==> src/rtl/bubble_sort_ctrl.sv <==
// Bubble-sort sequencer over a small register file, using an external comparator.
// Define BUBBLE_SORT_EARLY_EXIT_EN to stop as soon as a full pass makes no swap.
module bubble_sort_ctrl #(
   parameter int datawidth = 8,
   parameter int depth     = 8
) (
   input  logic                       clk,
   input  logic                       rst_n,
   input  logic                       load_valid,
   input  logic [datawidth-1:0]       load_data,
   output logic                       load_ready,
   input  logic                       clr,
   input  logic                       start,
   output logic                       busy,
   output logic                       done,
   output logic [datawidth-1:0]       cmp_a,
   output logic [datawidth-1:0]       cmp_b,
   input  logic                       cmp_gt,
   input  logic [$clog2(depth)-1:0]   rd_addr,
   output logic [datawidth-1:0]       rd_data
);

   localparam int AW = $clog2(depth);
   localparam int CW = $clog2(depth + 1);

`ifdef BUBBLE_SORT_EARLY_EXIT_EN
   localparam bit EARLY_EN = 1'b1;
`else
   localparam bit EARLY_EN = 1'b0;
`endif

   typedef enum logic [1:0] {IDLE, COMPARE, SWAP, DONE} state_t;

   state_t               state, state_nxt;
   logic [CW-1:0]        count, count_nxt;
   logic [AW-1:0]        j, j_nxt;
   logic [AW-1:0]        last, last_nxt;
   logic                 swapped, swapped_nxt;
   logic [AW-1:0]        j1;
   logic [depth-1:0]     vld;
   logic [datawidth-1:0] mem [depth];
   logic                 load_fire;
   logic                 advance;
   logic                 pass_end;
   logic                 early_exit;

   assign j1         = j + AW'(1);
   assign load_ready = (state == IDLE) && (count < CW'(depth));
   assign load_fire  = load_valid && load_ready && !clr;
   assign busy       = (state == COMPARE) || (state == SWAP);
   assign done       = (state == DONE);
   // j never exceeds last-1, so j+1 == last marks the final pair of a pass
   assign pass_end   = (j1 == last);
   // a swap in progress counts as a swap for this pass
   assign early_exit = EARLY_EN && !(swapped || (state == SWAP));

   always_comb begin
      state_nxt   = state;
      count_nxt   = count;
      j_nxt       = j;
      last_nxt    = last;
      swapped_nxt = swapped;
      advance     = 1'b0;
      case (state)
         IDLE: begin
            if (clr) begin
               count_nxt = '0;
            end else begin
               if (load_fire)
                  count_nxt = count + CW'(1);
               if (start) begin
                  if (count >= CW'(2)) begin
                     j_nxt       = '0;
                     last_nxt    = AW'(count - CW'(1));
                     swapped_nxt = 1'b0;
                     state_nxt   = COMPARE;
                  end else begin
                     state_nxt = DONE;
                  end
               end
            end
         end
         COMPARE: begin
            if (cmp_gt)
               state_nxt = SWAP;
            else
               advance = 1'b1;
         end
         SWAP: begin
            swapped_nxt = 1'b1;
            advance     = 1'b1;
         end
         DONE:    state_nxt = IDLE;
         default: state_nxt = IDLE;
      endcase

      if (advance) begin
         if (!pass_end) begin
            j_nxt     = j1;
            state_nxt = COMPARE;
         end else if ((last == AW'(1)) || early_exit) begin
            state_nxt = DONE;
         end else begin
            last_nxt    = last - AW'(1);
            j_nxt       = '0;
            swapped_nxt = 1'b0;
            state_nxt   = COMPARE;
         end
      end
   end

   always_ff @(posedge clk or negedge rst_n) begin
      if (!rst_n) begin
         state   <= IDLE;
         count   <= '0;
         j       <= '0;
         last    <= '0;
         swapped <= 1'b0;
      end else begin
         state   <= state_nxt;
         count   <= count_nxt;
         j       <= j_nxt;
         last    <= last_nxt;
         swapped <= swapped_nxt;
      end
   end

   // Per-slot written flags keep the comparator lanes at zero until data exists
   always_ff @(posedge clk or negedge rst_n) begin
      if (!rst_n)
         vld <= '0;
      else if (load_fire)
         vld[AW'(count)] <= 1'b1;
   end

   always_ff @(posedge clk) begin
      if (load_fire) begin
         mem[AW'(count)] <= load_data;
      end else if (state == SWAP) begin
         mem[j]  <= mem[j1];
         mem[j1] <= mem[j];
      end
   end

   assign cmp_a   = vld[j]  ? mem[j]  : '0;
   assign cmp_b   = vld[j1] ? mem[j1] : '0;
   assign rd_data = mem[rd_addr];

endmodule

==> config.mk <==
export PLATFORM = sky130hd
export DESIGN_NAME = bubble_sort_ctrl
export DESIGN_NICKNAME = d
export VERILOG_FILES = /design/src/rtl/bubble_sort_ctrl.sv
export SDC_FILE = /design/constraint.sdc
export NUM_CORES = 1
export LEC_CHECK = 0
export CORE_ASPECT_RATIO = 1.4
export CORE_MARGIN = 3
export CORE_UTILIZATION = 25
export CTS_BUF_LIST = sky130_fd_sc_hd__clkbuf_8
export DETAILED_ROUTE_END_ITERATION = 12
export PLACE_DENSITY_LB_ADDON = 0.2
export SLEW_MARGIN = 10
export SYNTH_ARGS = -nofsm -noshare
export SYNTH_HDL_FRONTEND = slang
export SYNTH_SLANG_ARGS = --single-unit
==> constraint.sdc <==
create_clock -name clk -period 2.5 [get_ports clk]
set_input_delay 0.5 -clock clk [delete_from_list [all_inputs] [get_ports clk]]
set_output_delay 0.5 -clock clk [all_outputs]
set_load 0.01 [all_outputs]
==> results of run 1 <==
[final cells by class]
class                   instances  area (um2)  share of cell area
multi-input cells             366        3290               0.416
flip-flops and latches         84        2420               0.307
repair buffers                151        1510               0.192
well taps                     301         377              0.0477
clock buffers                   9         124              0.0157
clock inverters                 7        98.8              0.0125
inverters                      18        72.6             0.00919
[logic make-up (layout without fill, tap and decap cells)]
logic type      count (synthesis)  after routing  share of synthesized area
xor+xnor                        6              6                     0.0139
simple gates                  135            135                      0.104
mux                           107            107                      0.305
fa+ha+maj                      10             10                     0.0214
buf+inv                        49            185                     0.0353
flops                          84             84                      0.414
compound gates                108            108                      0.108
[Yosys cell counts, types with 10 or more instances]
master / number / area (um2)
inv_1: 17 / 63.8
mux2_2: 49 / 552
nor2_1: 24 / 90.1
mux4_2: 44 / 991
o21ai_0: 66 / 330
nand2_1: 73 / 274
dfrtp_1: 20 / 500
edfxtp_1: 64 / 1920
clkbuf_1: 14 / 52.6
buf_2: 12 / 60.1
nor2b_1: 13 / 81.3
ha_1: 10 / 125
[cell usage in the layout (no fill, tap or decap), types with 9 or more instances in the layout]
| cell type | n |
|---|---|
| buf_12 | 12 |
| buf_2 | 16 |
| buf_4 | 74 |
| buf_6 | 10 |
| clkbuf_8 | 9 |
| clkdlybuf4s50_1 | 16 |
| dfrtp_1 | 18 |
| dlygate4sd2_1 | 9 |
| edfxtp_1 | 64 |
| inv_1 | 11 |
| mux2_2 | 44 |
| mux4_2 | 44 |
| nand2_1 | 73 |
| nor2_1 | 22 |
| nor2b_1 | 10 |
| o21ai_0 | 60 |
| o21bai_1 | 9 |
[flip-flops by register name, indices dropped and copies added, names as in the netlist]
name,cells
last,3
count,4
j,3
state,2
mem,64
vld,8
[layer usage]
metal / vias to the layer above / part of all wire / GRT usage
met5: - / 0 / 0
met4: 0 / 0.023 / 0.0543
met3: 24 / 0.034 / 0.0202
met2: 104 / 0.54 / 0.270
met1: 2266 / 0.40 / 0.179
li1: 2153 / - / -
[worst max path at each step]
stage                      end  slack, ns  depth (start not counted)
finish                cmp_b[0]      -0.31                          9
global route          cmp_b[0]      -0.37                          9
CTS                   cmp_b[7]      -0.33                          9
detailed placement  rd_data[7]      -0.51                          5
global placement    rd_data[7]      -0.50                          5
floorplan            mem[5][0]       0.04                          6
[power by group]
part,switching [mW],total (mW),internal [mW]
Sequential,0.272,2.36,2.09
Clock,0.556,1.13,0.570
Combinational,3.43,7.30,3.87
[repair_timing]
action / CTS / global route
pin swaps: 4 / 3
resized for setup: 121 / 22
cloned: 4 / 1
hold endpoints to repair: 0 / 0
endpoints found under the setup margin: 25 / 20
setup buffers: 21 / 6
[metrics by stage]
step,instances,util,TNS (ns),area [um2]
after CTS,930,0.343,-3.77,7810
after detailed placement,889,0.316,-7.53,7190
after floorplan,499,-,0,5850
after global routing,936,0.347,-5.04,7900
final,936,0.347,-4.13,7900
after global placement,889,0.316,-7.04,7190
==> summary.md, run 1 <==
| Metric | Value |
|---|---|
| Run status | finished with violations |
| Failing checks | negative setup slack |
| Final worst path period share | 1.12 |
| Via/cell ratio | between 4 and 5 |
| Ys Warns | 0 |
| Final WS setup | -0.311 ns |
| Setup WS pre-CTS | -0.509 ns |
| RD Place Congestion | 0.855 |
| GRT Overall Usage | 0.149 |
| Slew Viols, Final | 0 |
| Worst path max stage delay | ~0.42 ns |
| Cells after Synth | around 500 |
| Synth Cell Area | approximately 6000 um2 |
| Die Area | approximately 25000 um2 |
| # setup viols final | 16 |
| Relative slew slack | 0.707 |
| Number of synthesized register bits | 84 |
| Crit Path Category | flip-flop to primary output |
| Slew @ Worst Pin | roughly 0.44 ns |
| Core region area | between 20000 and 25000 um2 |
| Vias in the first global route | ~4700 |
| Clock transition at path regs | roughly 0.1 ns |
| Worst-case reg-to-reg path depth | 7 |
| Initial antenna violation count | 0 |
| Global-route wire length before repair | 28400 um |
| Layout Nets | between 600 and 700 |
| Clock sink count | between 80 and 90 |
| Max IR drop VDD | between 0.4 and 0.5 mV |
| DR WL/cell | about 20 um |
| Die Y | 187 um |
| Hpwl dp | about 13000 um |
| Max-cap violation count | 0 |
| IO buf count | 43 |
| Post-route ant nets | 0 |
| Post-synthesis sequential area ratio | 0.414 |
| Unrepaired setup endpoints after global routing | yes |
| Dominant synthesized flop cell | edfxtp_1 |
| LEAKAGE | 2.91 nW |
| CTS max path bufs | 2 |
| Final Total Pwr | ~11 mW |
| Row count | between 60 and 70 |
| Worst-path fanout max | 6 |
| Die X | between 100 and 150 um |
| Clk Latency, worst-skew pair | around 0.38 ns |
| # DRC | 0 |
| Critical-path cell list | buf_12 > ha_4 > xor2_4 > mux4_2 > mux2i_1 > buf_6 > buf_6 > nor2b_1 > buf_2 |
| Post-Synthesis Mean Instance Area | 11.7 um2 |
| Global route overflow | 0 |
| Power Density | ~1400 nW/um2 |
| I/O pin cnt | 44 |
| TritonCTS clock tree | yes |
| Critical Path Start Type | flip-flop |
| 1st-iter DRT viols | between 200 and 250 |
| Hold Buf Count CTS | 0 |
| RR Endpoint | mem[6][6] |
| Layout fillers | ~2300 |
| Post-synth EDFFs | between 60 and 70 |
| Ratio of cells with drive above 1 in the final layout | 0.417 |
| CP dominant cell by count | buf_6 |
| Crit path launch | j[0] |
| Family with the most delay on the worst path | buffers and inverters |
| Hold/Removal Path Class | primary input to async pin |
| Net Count, Synth | about 530 |
| Reg2reg start | j[0] |
| Routed vias | between 4000 and 5000 |
| Ys async rst share | 0.238 |
| Worst path slowest cell | dfrtp_2 |
| Netlist cell types | 48 |
| Hold Vio Cnt, Final | 0 |
| Largest net degree at the start of global routing | 21 |
| H-tree Lvls | 3 |
| Routed WL | between 15000 and 20000 um |
| Drt pass-1 iters | 5 |
| Post-route clock skew | roughly 0.014 ns |
| Inserted Clock Buffers | 9 |
| Initial core utilization | 0.257 |
| Crit path buf inv count | 4 |
| Diodes inserted | 0 |
| WP data required | about 2.0 ns |
| Min cycle time layout | about 2.8 ns |
| CP Capture Type | primary output |
| Area grow syn2layout | 34.9% |
| Root Buffer | clkbuf_8 |
| Crit path DAT | ~2.3 ns |
| FF-to-FF setup slack | 0.07 ns |
| Fmax | around 360 MHz |
| Fin Hold WS | ~0.46 ns |
(Power assumes the default switching activity.)
==> inputs of run 2 (changes only) <==
--- a/config.mk
+++ b/config.mk
@@ -9,9 +9,9 @@
 export CORE_MARGIN = 3
 export CORE_UTILIZATION = 25
 export CTS_BUF_LIST = sky130_fd_sc_hd__clkbuf_8
+export CTS_CLUSTER_DIAMETER = 100
 export DETAILED_ROUTE_END_ITERATION = 12
 export PLACE_DENSITY_LB_ADDON = 0.2
-export SLEW_MARGIN = 10
 export SYNTH_ARGS = -nofsm -noshare
 export SYNTH_HDL_FRONTEND = slang
 export SYNTH_SLANG_ARGS = --single-unit
==> results of run 2 <==
Final layout, timing and power as in run 1 (identical DEF).
==> inputs of run 3 (changes only) <==
--- a/config.mk
+++ b/config.mk
@@ -6,11 +6,12 @@
 export NUM_CORES = 1
 export LEC_CHECK = 0
 export CORE_ASPECT_RATIO = 1.4
-export CORE_MARGIN = 3
+export CORE_MARGIN = 2
 export CORE_UTILIZATION = 25
 export CTS_BUF_LIST = sky130_fd_sc_hd__clkbuf_8
-export CTS_CLUSTER_DIAMETER = 100
+export CTS_CLUSTER_DIAMETER = 30
 export DETAILED_ROUTE_END_ITERATION = 12
+export GPL_ROUTABILITY_DRIVEN = 0
 export PLACE_DENSITY_LB_ADDON = 0.2
 export SYNTH_ARGS = -nofsm -noshare
 export SYNTH_HDL_FRONTEND = slang
==> run 3 against run 2 <==
Against the previous run: global-route usage rose by 0.54 points; first-iteration DRC count rose by 25%; setup slack improved by 0.049 ns; the flow still finishes with violations (negative setup slack); sequential share of layout area barely moved; clock skew barely moved; register-to-register slack got worse by 0.04 ns; power rose by 1.2%; sequential power barely moved; wire length fell by 0.66%; critical path type unchanged.
==> summary.md, run 3 (synthesis results as in run 1) <==
| Metric | Value |
|---|---|
| Final Cell Area | 7910 um2 (about the same) |
| Initial antenna violation count | 0 (unchanged) |
| Area grow syn2layout | 35.0% (about the same) |
| Most frequent cells in the layout | 74 x buf_4, 73 x nand2_1, 65 x o21ai_0 |
| Worst path slowest cell | mux4_2 |
| Core region area | 23100 um2 (+1.5%) |
| Die Area | 24700 um2 (-2.5%) |
| IO buf count | 43 (unchanged) |
| Clk Latency, worst-skew pair | 0.39 ns (about the same) |
| H-tree Lvls | 3 (unchanged) |
| Hold/Removal Path Class | primary input to async pin |
| Crit Path Category | flip-flop to primary output |
| Max IR drop VDD | 0.670 mV (+38%) |
| Hpwl dp | 13200 um (+1.2%) |
| P_int | 6.54 mW (+0.17%) |
| Initial core utilization | 0.253 (-0.00390) |
| Worst-path fanout max | 10 (+4) |
| Drt pass-1 iters | 5 (unchanged) |
| Top reg by flops | mem |
| Grt peak-use layer | met2 |
| Clock sink count | 84 (unchanged) |
| Sw power | 4.38 mW (+2.9%) |
| Relative slew slack | 0.707 (about the same) |
| Die Y | 185 um (-1.1%) |
| Met3 Use GR | 0.0175 (-0.00267) |
| Critical-path cell list | buf_8 > buf_12 > mux2_2 > mux4_2 > nor2b_1 > buf_2 |
| # setup viols final | 16 (unchanged) |
| CTS max path bufs | 2 (unchanged) |
| Commonest non-fill, non-tap cell in the layout | buf_4 |
| Power Density | 1380 nW/um2 (+1.1%) |
| Sw Ratio | 0.401 (+0.00643) |
| Inserted Clock Buffers | 9 (unchanged) |
| GRT Overall Usage | 0.155 (+0.00538) |
| Vias in the first global route | 4667 (-1.1%) |
| Layout Nets | 655 (-0.30%) |
| Largest net degree at the start of global routing | 26 (+24%) |
| DR WL/cell | 19.5 um (-0.97%) |
| I/O pin cnt | 44 (unchanged) |
| LEAKAGE | 2.90 nW (-0.41%) |
| Max FFs per register | 64 (unchanged) |
| Met2 Resource Use GR | 0.285 (+0.0154) |
| Run status | finished with violations |
| Family with the most delay on the worst path | multiplexers |
| Layout fillers | 2334 (+2.1%) |
| Global route overflow | 0 (unchanged) |
| WP data required | 2.00 ns (about the same) |
| Slew @ Worst Pin | 0.437 ns (+0.000510 ns) |
| Clock power frac | 0.096 (-0.008) |
| Row count | 66 (+1.5%) |
| Final WS setup | -0.261 ns (+0.0493 ns) |
| Post-route clock skew | 0.0146 ns (+0.000229 ns) |
| Comb pwr share | 0.686 (+0.009) |
| Slew Viols, Final | 0 (unchanged) |
| DP Area | 7220 um2 (+0.37%) |
| GR Util met1 | 0.180 (+0.000986) |
| Max-cap violation count | 0 (unchanged) |
| 1st-iter DRT viols | 290 (+25%) |
| Seq pwr share | 0.218 (about the same) |
| Post-Layout Cell Count | 939 (+0.32%) |
| Ratio of cells with drive above 1 in the final layout | 0.425 (+0.00764) |
| Critical Path Start Type | flip-flop |
| Diodes inserted | 0 (unchanged) |
| Placed insts | 895 (+0.67%) |
| # DRC | 0 (unchanged) |
| Global-route wire length before repair | 28100 um (-1.0%) |
| Unrepaired setup endpoints after global routing | yes |
| Regs by FF count | mem (64), vld (8), count (4) |
| CP Capture Type | primary output |
| Final worst path period share | 1.10 (-0.0197) |
| Worst path max stage delay | 0.51 ns (+0.09 ns) |
| Via/cell ratio | 4.81 (-0.89%) |
| Clock transition at path regs | 0.09 ns (about the same) |
| Failing checks | negative setup slack |
| Post-route ant nets | 0 (unchanged) |
| Hold Vio Cnt, Final | 0 (unchanged) |
| Routed WL | 18300 um (-0.66%) |
| Routed vias | 4521 (-0.57%) |
| TritonCTS clock tree | yes |
| Fmax | 362 MHz (+1.8%) |
| Crit path buf inv count | 3 (-1) |
| Root Buffer | clkbuf_8 |
| Die X | 133 um (-1.5%) |
| Min cycle time layout | 2.76 ns (-0.0493 ns) |
| Crit path DAT | 2.26 ns (-0.05 ns) |
==> run 3: power groups by stage <==
| stage | sequential [mW] | combinational [mW] | clock, mW |
|---|---|---|---|
| finish | 2.38 | 7.49 | 1.04 |
| global route | 2.42 | 8.09 | 1.12 |
| CTS | 2.39 | 7.33 | 1.08 |
| detailed placement | 2.41 | 6.47 | 0 |
| global placement | 2.39 | 6.40 | 0 |
| floorplan | 2.27 | 3.80 | 0 |
==> run 3: area by class of cell <==
cell class / instances / area [um2] / area share
multi-input combinational: 366 / 3380 / 0.427
timing repair buffer: 149 / 1440 / 0.182
clock inverter: 7 / 83.8 / 0.0106
sequential: 84 / 2420 / 0.307
inverter: 18 / 70.1 / 0.00886
clock buffer: 9 / 124 / 0.0157
tap: 306 / 383 / 0.0484
==> run 3: final timing paths <==
kind	slack [ns]	from	depth (start not counted)	end
setup / recovery	-0.26	j[0]	6	cmp_b[0]
hold / removal	0.46	rst_n	2	state[1]
setup reg to reg	0.03	j[0]	8	mem[7][3]
hold reg to reg	0.50	vld[0]	1	vld[0]
max in group asynchronous	1.80	rst_n	2	j[0]
min in group clk	0.50	vld[0]	1	vld[0]
==> run 3: per-layer routing <==
layer	routed length [um]	share of wire	vias up
met4	580	0.032	0
met5	0	0	-
li1	-	-	2148
met1	7510	0.41	2265
met2	9820	0.54	83
met3	410	0.022	25
==> run 3: through the flow <==
step                      setup slack [ns]  setup TNS [ns]   util  power, mW  hold slack (ns)
after global placement              -0.494           -6.79  0.312       8.79            0.480
after CTS                           -0.315           -3.67  0.339       10.8            0.460
after detailed placement            -0.499           -6.98  0.312       8.87            0.482
after global routing                -0.365           -3.84  0.342       11.6            0.494
final                               -0.261           -2.19  0.342       10.9            0.461
after floorplan                     0.0368               0      -       6.07            0.204
==> run 3: what timing repair did <==
| item | 4_1_cts | 5_1_grt |
|---|---|---|
| pin swaps | 6 | 7 |
| cloned | 4 | 0 |
| hold buffers | 0 | 0 |
| gates resized for setup | 135 | 29 |
| setup buffers | 25 | 4 |
| endpoints found under the setup margin | 25 | 25 |
